$ cat src/rtl/mul_pkg.sv
// Shared types and elaboration helpers for the iterative shift-add multiplier.
package mul_pkg;

  typedef enum logic [1:0] {
    MUL_UU = 2'd0,
    MUL_SS = 2'd1,
    MUL_SU = 2'd2
  } mul_mode_e;

  typedef enum logic [1:0] {
    ST_IDLE = 2'd0,
    ST_BUSY = 2'd1,
    ST_DONE = 2'd2
  } mul_state_e;

  // Iterations needed to retire WIDTH+1 multiplier bits, STEP bits at a time.
  function automatic int mul_iters(input int width, input int step);
    return (width + step) / step;
  endfunction

endpackage

$ cat src/rtl/mul_unit_if.sv
// Request/result bus of mul_unit; master is the requester/consumer, slave is the unit.
interface mul_unit_if #(
  parameter int WIDTH = 32,
  parameter int TAG_W = 4
);

  logic             iValidIn;
  logic             oReady;
  logic [WIDTH-1:0] iMulc;
  logic [WIDTH-1:0] iMulr;
  logic [1:0]       iMode;
  logic [TAG_W-1:0] iTag;
  logic             iFlush;
  logic             oValid;
  logic             iReadyOut;
  logic [WIDTH-1:0] oRsltHi;
  logic [WIDTH-1:0] oRsltLo;
  logic [TAG_W-1:0] oTag;

  modport master (
    output iValidIn, iMulc, iMulr, iMode, iTag, iFlush, iReadyOut,
    input  oReady, oValid, oRsltHi, oRsltLo, oTag
  );

  modport slave (
    input  iValidIn, iMulc, iMulr, iMode, iTag, iFlush, iReadyOut,
    output oReady, oValid, oRsltHi, oRsltLo, oTag
  );

endinterface

$ cat src/rtl/mul_step.sv
// One radix-2^STEP partial product of the shifted multiplicand; when last_i is set
// the top digit bit carries negative weight (two's-complement multiplier MSB).
module mul_step #(
  parameter int PW   = 64,
  parameter int STEP = 2
) (
  input  logic [PW-1:0]   mcand_i,
  input  logic [STEP-1:0] digit_i,
  input  logic            last_i,
  output logic [PW-1:0]   pp_o
);

  // Shift-add over the digit bits; no multiplier inferred.
  always_comb begin
    pp_o = {PW{1'b0}};
    for (int j = 0; j < STEP; j++) begin
      if (digit_i[j]) begin
        if (last_i && (j == STEP - 1)) begin
          pp_o = pp_o - (mcand_i << j);
        end else begin
          pp_o = pp_o + (mcand_i << j);
        end
      end else begin
        pp_o = pp_o;
      end
    end
  end

endmodule

$ cat src/rtl/mul_unit.sv
// Iterative signed/unsigned multiplier: STEP multiplier bits per cycle, zero early-out,
// registered result with valid/ready handoff and back-to-back accept from DONE.
module mul_unit
  import mul_pkg::*;
#(
  parameter int WIDTH = 32,
  parameter int STEP  = 2,
  parameter int TAG_W = 4
) (
  input  logic        clk,
  input  logic        rst,
  mul_unit_if.slave   bus
);

  localparam int N     = mul_iters(WIDTH, STEP);
  localparam int CNT_W = $clog2(N + 1);
  localparam int PW    = 2 * WIDTH;
  localparam int MW    = N * STEP;

  mul_state_e        state_q, state_d;
  logic [PW-1:0]     mcand_q, mcand_d;
  logic [PW-1:0]     acc_q, acc_d;
  logic [PW-1:0]     rslt_q, rslt_d;
  logic [MW-1:0]     mlr_q, mlr_d;
  logic [CNT_W-1:0]  cnt_q, cnt_d;
  logic [TAG_W-1:0]  tag_q, tag_d;
  logic [TAG_W-1:0]  otag_q, otag_d;
  logic              zero_q, zero_d;

  logic              ready_s;
  logic              accept_s;
  logic              last_s;
  logic              sgn_a_s;
  logic              sgn_b_s;
  logic [PW-1:0]     pp_s;
  logic [PW-1:0]     sum_s;
  logic signed [WIDTH:0] a_ext_s;
  logic signed [WIDTH:0] b_ext_s;

  // Operand signedness decode; the unused encoding falls back to unsigned.
  always_comb begin
    case (bus.iMode)
      MUL_SS:  begin sgn_a_s = 1'b1; sgn_b_s = 1'b1; end
      MUL_SU:  begin sgn_a_s = 1'b1; sgn_b_s = 1'b0; end
      MUL_UU:  begin sgn_a_s = 1'b0; sgn_b_s = 1'b0; end
      default: begin sgn_a_s = 1'b0; sgn_b_s = 1'b0; end
    endcase
  end

  assign a_ext_s = {sgn_a_s & bus.iMulc[WIDTH-1], bus.iMulc};
  assign b_ext_s = {sgn_b_s & bus.iMulr[WIDTH-1], bus.iMulr};

  // Ready decode; a flush suppresses any accept in the same cycle.
  always_comb begin
    case (state_q)
      ST_IDLE: ready_s = ~bus.iFlush;
      ST_DONE: ready_s = bus.iReadyOut & ~bus.iFlush;
      default: ready_s = 1'b0;
    endcase
  end

  assign accept_s = bus.iValidIn & ready_s;
  assign last_s   = (cnt_q == CNT_W'(N - 1));
  assign sum_s    = acc_q + pp_s;

  mul_step #(
    .PW   (PW),
    .STEP (STEP)
  ) u_step (
    .mcand_i (mcand_q),
    .digit_i (mlr_q[STEP-1:0]),
    .last_i  (last_s),
    .pp_o    (pp_s)
  );

  // Next-state and datapath update.
  always_comb begin
    state_d = state_q;
    mcand_d = mcand_q;
    acc_d   = acc_q;
    rslt_d  = rslt_q;
    mlr_d   = mlr_q;
    cnt_d   = cnt_q;
    tag_d   = tag_q;
    otag_d  = otag_q;
    zero_d  = zero_q;

    if (bus.iFlush) begin
      state_d = ST_IDLE;
      cnt_d   = {CNT_W{1'b0}};
      rslt_d  = {PW{1'b0}};
      otag_d  = {TAG_W{1'b0}};
    end else begin
      case (state_q)
        ST_IDLE: begin
          if (accept_s) begin
            state_d = ST_BUSY;
          end else begin
            state_d = ST_IDLE;
          end
        end
        ST_BUSY: begin
          if (zero_q) begin
            state_d = ST_DONE;
            rslt_d  = {PW{1'b0}};
            otag_d  = tag_q;
            cnt_d   = {CNT_W{1'b0}};
          end else begin
            acc_d   = sum_s;
            mcand_d = mcand_q << STEP;
            mlr_d   = mlr_q >> STEP;
            if (last_s) begin
              state_d = ST_DONE;
              rslt_d  = sum_s;
              otag_d  = tag_q;
              cnt_d   = {CNT_W{1'b0}};
            end else begin
              cnt_d   = cnt_q + CNT_W'(1);
            end
          end
        end
        ST_DONE: begin
          if (accept_s) begin
            state_d = ST_BUSY;
          end else if (bus.iReadyOut) begin
            state_d = ST_IDLE;
          end else begin
            state_d = ST_DONE;
          end
        end
        default: begin
          state_d = ST_IDLE;
          cnt_d   = {CNT_W{1'b0}};
        end
      endcase

      // Capture overrides the iteration registers whenever a request is taken.
      if (accept_s) begin
        mcand_d = PW'(a_ext_s);
        mlr_d   = MW'(b_ext_s);
        acc_d   = {PW{1'b0}};
        cnt_d   = {CNT_W{1'b0}};
        tag_d   = bus.iTag;
        zero_d  = (bus.iMulc == {WIDTH{1'b0}}) || (bus.iMulr == {WIDTH{1'b0}});
      end else begin
        zero_d  = zero_q;
      end
    end
  end

  // State and datapath registers.
  always_ff @(posedge clk or posedge rst) begin
    if (rst) begin
      state_q <= ST_IDLE;
      mcand_q <= {PW{1'b0}};
      acc_q   <= {PW{1'b0}};
      rslt_q  <= {PW{1'b0}};
      mlr_q   <= {MW{1'b0}};
      cnt_q   <= {CNT_W{1'b0}};
      tag_q   <= {TAG_W{1'b0}};
      otag_q  <= {TAG_W{1'b0}};
      zero_q  <= 1'b0;
    end else begin
      state_q <= state_d;
      mcand_q <= mcand_d;
      acc_q   <= acc_d;
      rslt_q  <= rslt_d;
      mlr_q   <= mlr_d;
      cnt_q   <= cnt_d;
      tag_q   <= tag_d;
      otag_q  <= otag_d;
      zero_q  <= zero_d;
    end
  end

  assign bus.oReady  = ready_s;
  assign bus.oValid  = (state_q == ST_DONE);
  assign bus.oRsltHi = rslt_q[PW-1:WIDTH];
  assign bus.oRsltLo = rslt_q[WIDTH-1:0];
  assign bus.oTag    = otag_q;

endmodule
$ cat src/flat_wrapper.sv
// flat-port wrapper written by rule: the top's interface ports become plain ports
module mul_unit_flat import mul_pkg::*;
#(
  parameter int WIDTH = 32,
  parameter int STEP  = 2,
  parameter int TAG_W = 4
)
  (clk, rst, bus_iValidIn, bus_iMulc, bus_iMulr, bus_iMode, bus_iTag, bus_iFlush, bus_iReadyOut, bus_oReady, bus_oValid, bus_oRsltHi, bus_oRsltLo, bus_oTag);
  mul_unit_if #(.WIDTH(WIDTH), .TAG_W(TAG_W)) bus_i ();
  input  logic clk;
  input  logic rst;
  input wire logic [$bits(bus_i.iValidIn)-1:0] bus_iValidIn;
  input wire logic [$bits(bus_i.iMulc)-1:0] bus_iMulc;
  input wire logic [$bits(bus_i.iMulr)-1:0] bus_iMulr;
  input wire logic [$bits(bus_i.iMode)-1:0] bus_iMode;
  input wire logic [$bits(bus_i.iTag)-1:0] bus_iTag;
  input wire logic [$bits(bus_i.iFlush)-1:0] bus_iFlush;
  input wire logic [$bits(bus_i.iReadyOut)-1:0] bus_iReadyOut;
  output wire logic [$bits(bus_i.oReady)-1:0] bus_oReady;
  output wire logic [$bits(bus_i.oValid)-1:0] bus_oValid;
  output wire logic [$bits(bus_i.oRsltHi)-1:0] bus_oRsltHi;
  output wire logic [$bits(bus_i.oRsltLo)-1:0] bus_oRsltLo;
  output wire logic [$bits(bus_i.oTag)-1:0] bus_oTag;
  assign bus_i.iValidIn = bus_iValidIn;
  assign bus_i.iMulc = bus_iMulc;
  assign bus_i.iMulr = bus_iMulr;
  assign bus_i.iMode = bus_iMode;
  assign bus_i.iTag = bus_iTag;
  assign bus_i.iFlush = bus_iFlush;
  assign bus_i.iReadyOut = bus_iReadyOut;
  assign bus_oReady = bus_i.oReady;
  assign bus_oValid = bus_i.oValid;
  assign bus_oRsltHi = bus_i.oRsltHi;
  assign bus_oRsltLo = bus_i.oRsltLo;
  assign bus_oTag = bus_i.oTag;
  mul_unit #(.WIDTH(WIDTH), .STEP(STEP), .TAG_W(TAG_W)) u_core (.clk(clk), .rst(rst), .bus(bus_i));
endmodule
$ cat config.mk
export PLATFORM = sky130hd
export DESIGN_NAME = mul_unit_flat
export DESIGN_NICKNAME = d
export VERILOG_FILES = /design/src/rtl/mul_pkg.sv /design/src/rtl/mul_unit_if.sv /design/src/rtl/mul_step.sv /design/src/rtl/mul_unit.sv /design/src/flat_wrapper.sv
export SDC_FILE = /design/constraint.sdc
export NUM_CORES = 1
export LEC_CHECK = 0
export BUFFER_PORTS_ARGS = -buffer_cell sky130_fd_sc_hd__buf_2
export CAP_MARGIN = 20
export CORE_UTILIZATION = 42
export CTS_CLUSTER_SIZE = 30
export DETAILED_ROUTE_END_ITERATION = 12
export SETUP_SLACK_MARGIN = 0.3
export SLEW_MARGIN = 40
export SYNTH_ARGS = -nofsm -noshare
export SYNTH_HDL_FRONTEND = slang
export SYNTH_SLANG_ARGS = --single-unit
$ cat constraint.sdc
create_clock -name clk -period 9.7 [get_ports clk]
set_input_delay 2.425 -clock clk [delete_from_list [all_inputs] [get_ports clk]]
set_output_delay 2.425 -clock clk [all_outputs]
set_load 0.05 [all_outputs]
==> results.toml <==
[run_status]
status = "finished, final reports clean"

[cts]
root_buffer = "clkbuf_16"
clk_pin_slew_ps = 60
holdBufCountCts = 0
worstSkewPairLatency_ps = 600
cts_tree = "done"
post-cts-setup-buffer-count = 0
cts_resized = 0
cts_max_level = 1
clock-sinks = 241
cts_buffer_depth = 3
cts_buffers = 31

[worst_setup_path]
r2r-start = "u_core.mcand_q[0]$_DFFE_PP0P_"
cp.arrival_ps = 8900
required_ps = 10150
r2r_setup_slack_ps = 1260
rr_worst_depth = 30
path_max_fanout = 8
start_kind = "register"
cpMaxStageDelayCell = "or4_1"
cpPeakStageDelay_ps = 600
end_kind = "register"
cpMostUsedCell = "xnor2_1"
regToRegEndpoint = "u_core.acc_q[63]$_DFFE_PP0P_"
critPathKind = "register to register"

[timing]
setup_slack_ps = 1260
maxSlewViolCount = 0
finalHoldViolCount = 0
fin_skew_ps = 12.1
finalSetupTns_ps = 0
slew-limit-headroom = 0.431
setup_viol = 0
max_freq_mhz = 118
period_minus_slack_ps = 8440
min_period_over_period = 0.871
worstMarginPinSlew_ps = 845
rsz0062_at_grt = "no"

[power]
powerDensity_nw_per_um2 = 240
power.leakage_nw = 10.6
power.switching_mw = 2.24
switching_share = 0.434
comb_power_share = 0.481
seqPwrFrac = 0.282
peakVddDrop_mv = 0.175
power.internal_mw = 2.93
p_clk_frac = 0.237

[cells_and_area]
final_area_um2 = 21600
diodes = 0
drive_gt1_frac = 0.131
final_cell_mix = "253 x nand2_1, 239 x dfrtp_1, 175 x a21oi_1"
final_common_cell = "nand2_1"
nNetsFinal = 2514
area_delta_synth_final_pct = 11.5
fin_util = 0.475

[die]
die_w_um = 217
coreArea_um2 = 45400
start_util = 0.426
die_height_um = 217
die_area_um2 = 46900
ioPinCount = 145
rows = 78

[run]
max-cap-violations = 0

[synth]
async_flop_share = 1.00
postSynthAreaPerCell_um2 = 8.59
ys_seq_area_frac = 0.312
synth.net_count = 2466
syn_area_um2 = 19300
synth.yosys.warnings = 0
synth-edff-count = 0
synth_top_flop_cell = "dfrtp_1"
yosys.cell_types.count = 75
netlist_instances = 2251
ys_ff_latch = 241

[global_route]
grt_usage = 0.248
grt_pass1_vias = 16800
grt_max_degree = 115
grt_pass1_wl_mm = 94.3
antenna_found_initial = 0
grt_overflow_total = 0

[detailed_routing]
drtIter0Drc = 1339
antenna_left = 0
dr.pass1.iters = 5
route.detailed.drc = 0
wl_mm = 59.0
vias_per_cell = 5.98
dr_total_vias = 17500
wl_per_cell_um = 20.2

[placement]
place.gp.congestion = 0.904
hpwl_mm = 43.7
pre_cts_ws_ps = 1410
portBuffers = 144
placed_area_um2 = 20400

[worst_hold_path]
hold_start = "u_core.mlr_q[13]$_DFFE_PP0P_"
hp-class = "register to register"
hold_end = "u_core.mlr_q[13]$_DFFE_PP0P_"
hold_depth = 2
-- critical path: cells and delay by family (launching register included) --
kind            cells  cell delay, ps
mux                 1             290
xor+xnor            4             620
simple gates       12            3800
compound gates     10            2180
fa+ha+maj           2             880
flops               1             450
buf+inv             1              70
-- synth_stat cells (5+ instances only) --
master       n  area [um2]
a21o_1      65         488
o21a_1      20         150
or4_1       15         113
a2111oi_0    5        43.8
a22oi_1     68         510
o21ai_1      9        45.0
and2_1      70         438
nand4_1     46         288
a31oi_1     14        87.6
mux2_2      50         563
a221oi_1     7        61.3
clkbuf_1   137         514
o31ai_1     20         150
inv_1       50         188
xnor2_1    102         893
o221ai_1     8        70.1
nor3_1      38         190
nand3_1     27         135
ha_1       138        1730
or3_1       11        68.8
mux2i_1     36         360
o31a_1       6        52.6
a21oi_1    175         876
nand2b_1    15        93.8
dfrtp_1    241        6030
buf_1        9        33.8
nand2_1    253         950
nor2b_1     11        68.8
nor2_1     106         398
a22o_1     118        1030
a31o_2       9        78.8
a21boi_0     7        52.6
nor4_1      27         169
or2_2        8        50.1
o21bai_1    39         293
and3_1      10        62.6
o21ai_0    128         641
o211ai_1    10        75.1
xor2_1      71         622
a211oi_1    13        97.6
-- worst max-delay path by stage --
stage	start	to	slack, ps	cells after the start
finish	u_core.mcand_q[0]$_DFFE_PP0P_	u_core.acc_q[63]$_DFFE_PP0P_	1260	30
global route	u_core.mcand_q[0]$_DFFE_PP0P_	u_core.acc_q[63]$_DFFE_PP0P_	700	27
CTS	u_core.mcand_q[0]$_DFFE_PP0P_	u_core.acc_q[63]$_DFFE_PP0P_	1330	29
detailed placement	u_core.mcand_q[1]$_DFFE_PP0P_	u_core.acc_q[63]$_DFFE_PP0P_	1410	30
global placement	u_core.mcand_q[0]$_DFFE_PP0P_	u_core.acc_q[63]$_DFFE_PP0P_	1380	30
floorplan	rst	u_core.acc_q[0]$_DFFE_PP0P_	660	1
-- sequential cells by signal, summed over array words and instances (netlist names) --
| name | count |
|---|---|
| u_core.bus.oTag | 4 |
| u_core.mcand_q | 64 |
| u_core.zero_q | 1 |
| u_core.tag_q | 4 |
| u_core.cnt_q | 5 |
| u_core.mlr_q | 33 |
| u_core.acc_q | 64 |
| u_core.state_q | 2 |
| u_core.rslt_q | 64 |
-- layer usage --
layer	vias to the layer above	routed length, um	GRT usage
met2	490	26800	0.401
met5	-	0	0
met4	0	1080	0.0479
met3	64	2990	0.0327
met1	8526	28100	0.353
li1	8394	-	-
-- metrics by stage --
stage               power (mW)  hold slack, ps  instances
finish                    5.17             478       2921
global route              5.52             497       2921
CTS                       5.18             481       2919
detailed placement        3.92             464       2864
global placement          3.89             458       2863
floorplan                 3.30             445       2251
-- cells by family (layout without fill, tap and decap cells) --
logic type | count (synthesis) | in the layout | synth area share
AOI/OAI and AO/OA | 753 | 753 | 0.264
and+or+nand+nor | 659 | 659 | 0.167
DFF | 241 | 241 | 0.312
buffers and inverters | 198 | 268 | 0.0389
xor gates and xnor gates | 174 | 174 | 0.0792
adders and majority gates | 140 | 140 | 0.0914
muxes | 86 | 86 | 0.0478
-- power groups by stage --
| stage | Combinational (mW) | Sequential (mW) | Clock [mW] |
|---|---|---|---|
| after floorplan | 1.94 | 1.35 | 0 |
| after global placement | 2.43 | 1.46 | 0 |
| after global routing | 2.74 | 1.48 | 1.29 |
| after CTS | 2.47 | 1.45 | 1.26 |
| after detailed placement | 2.45 | 1.46 | 0 |
| final | 2.49 | 1.46 | 1.22 |
-- layout make-up --
cell class | count | area (um2)
fill | 4387 | 23800
multi-input combinational | 1812 | 12600
sequential | 241 | 6030
timing repair buffer | 163 | 893
clock buffer | 41 | 883
tap | 600 | 751
clock inverter | 14 | 205
inverter | 50 | 200
Note: power is estimated with default switching activity, not from simulation.
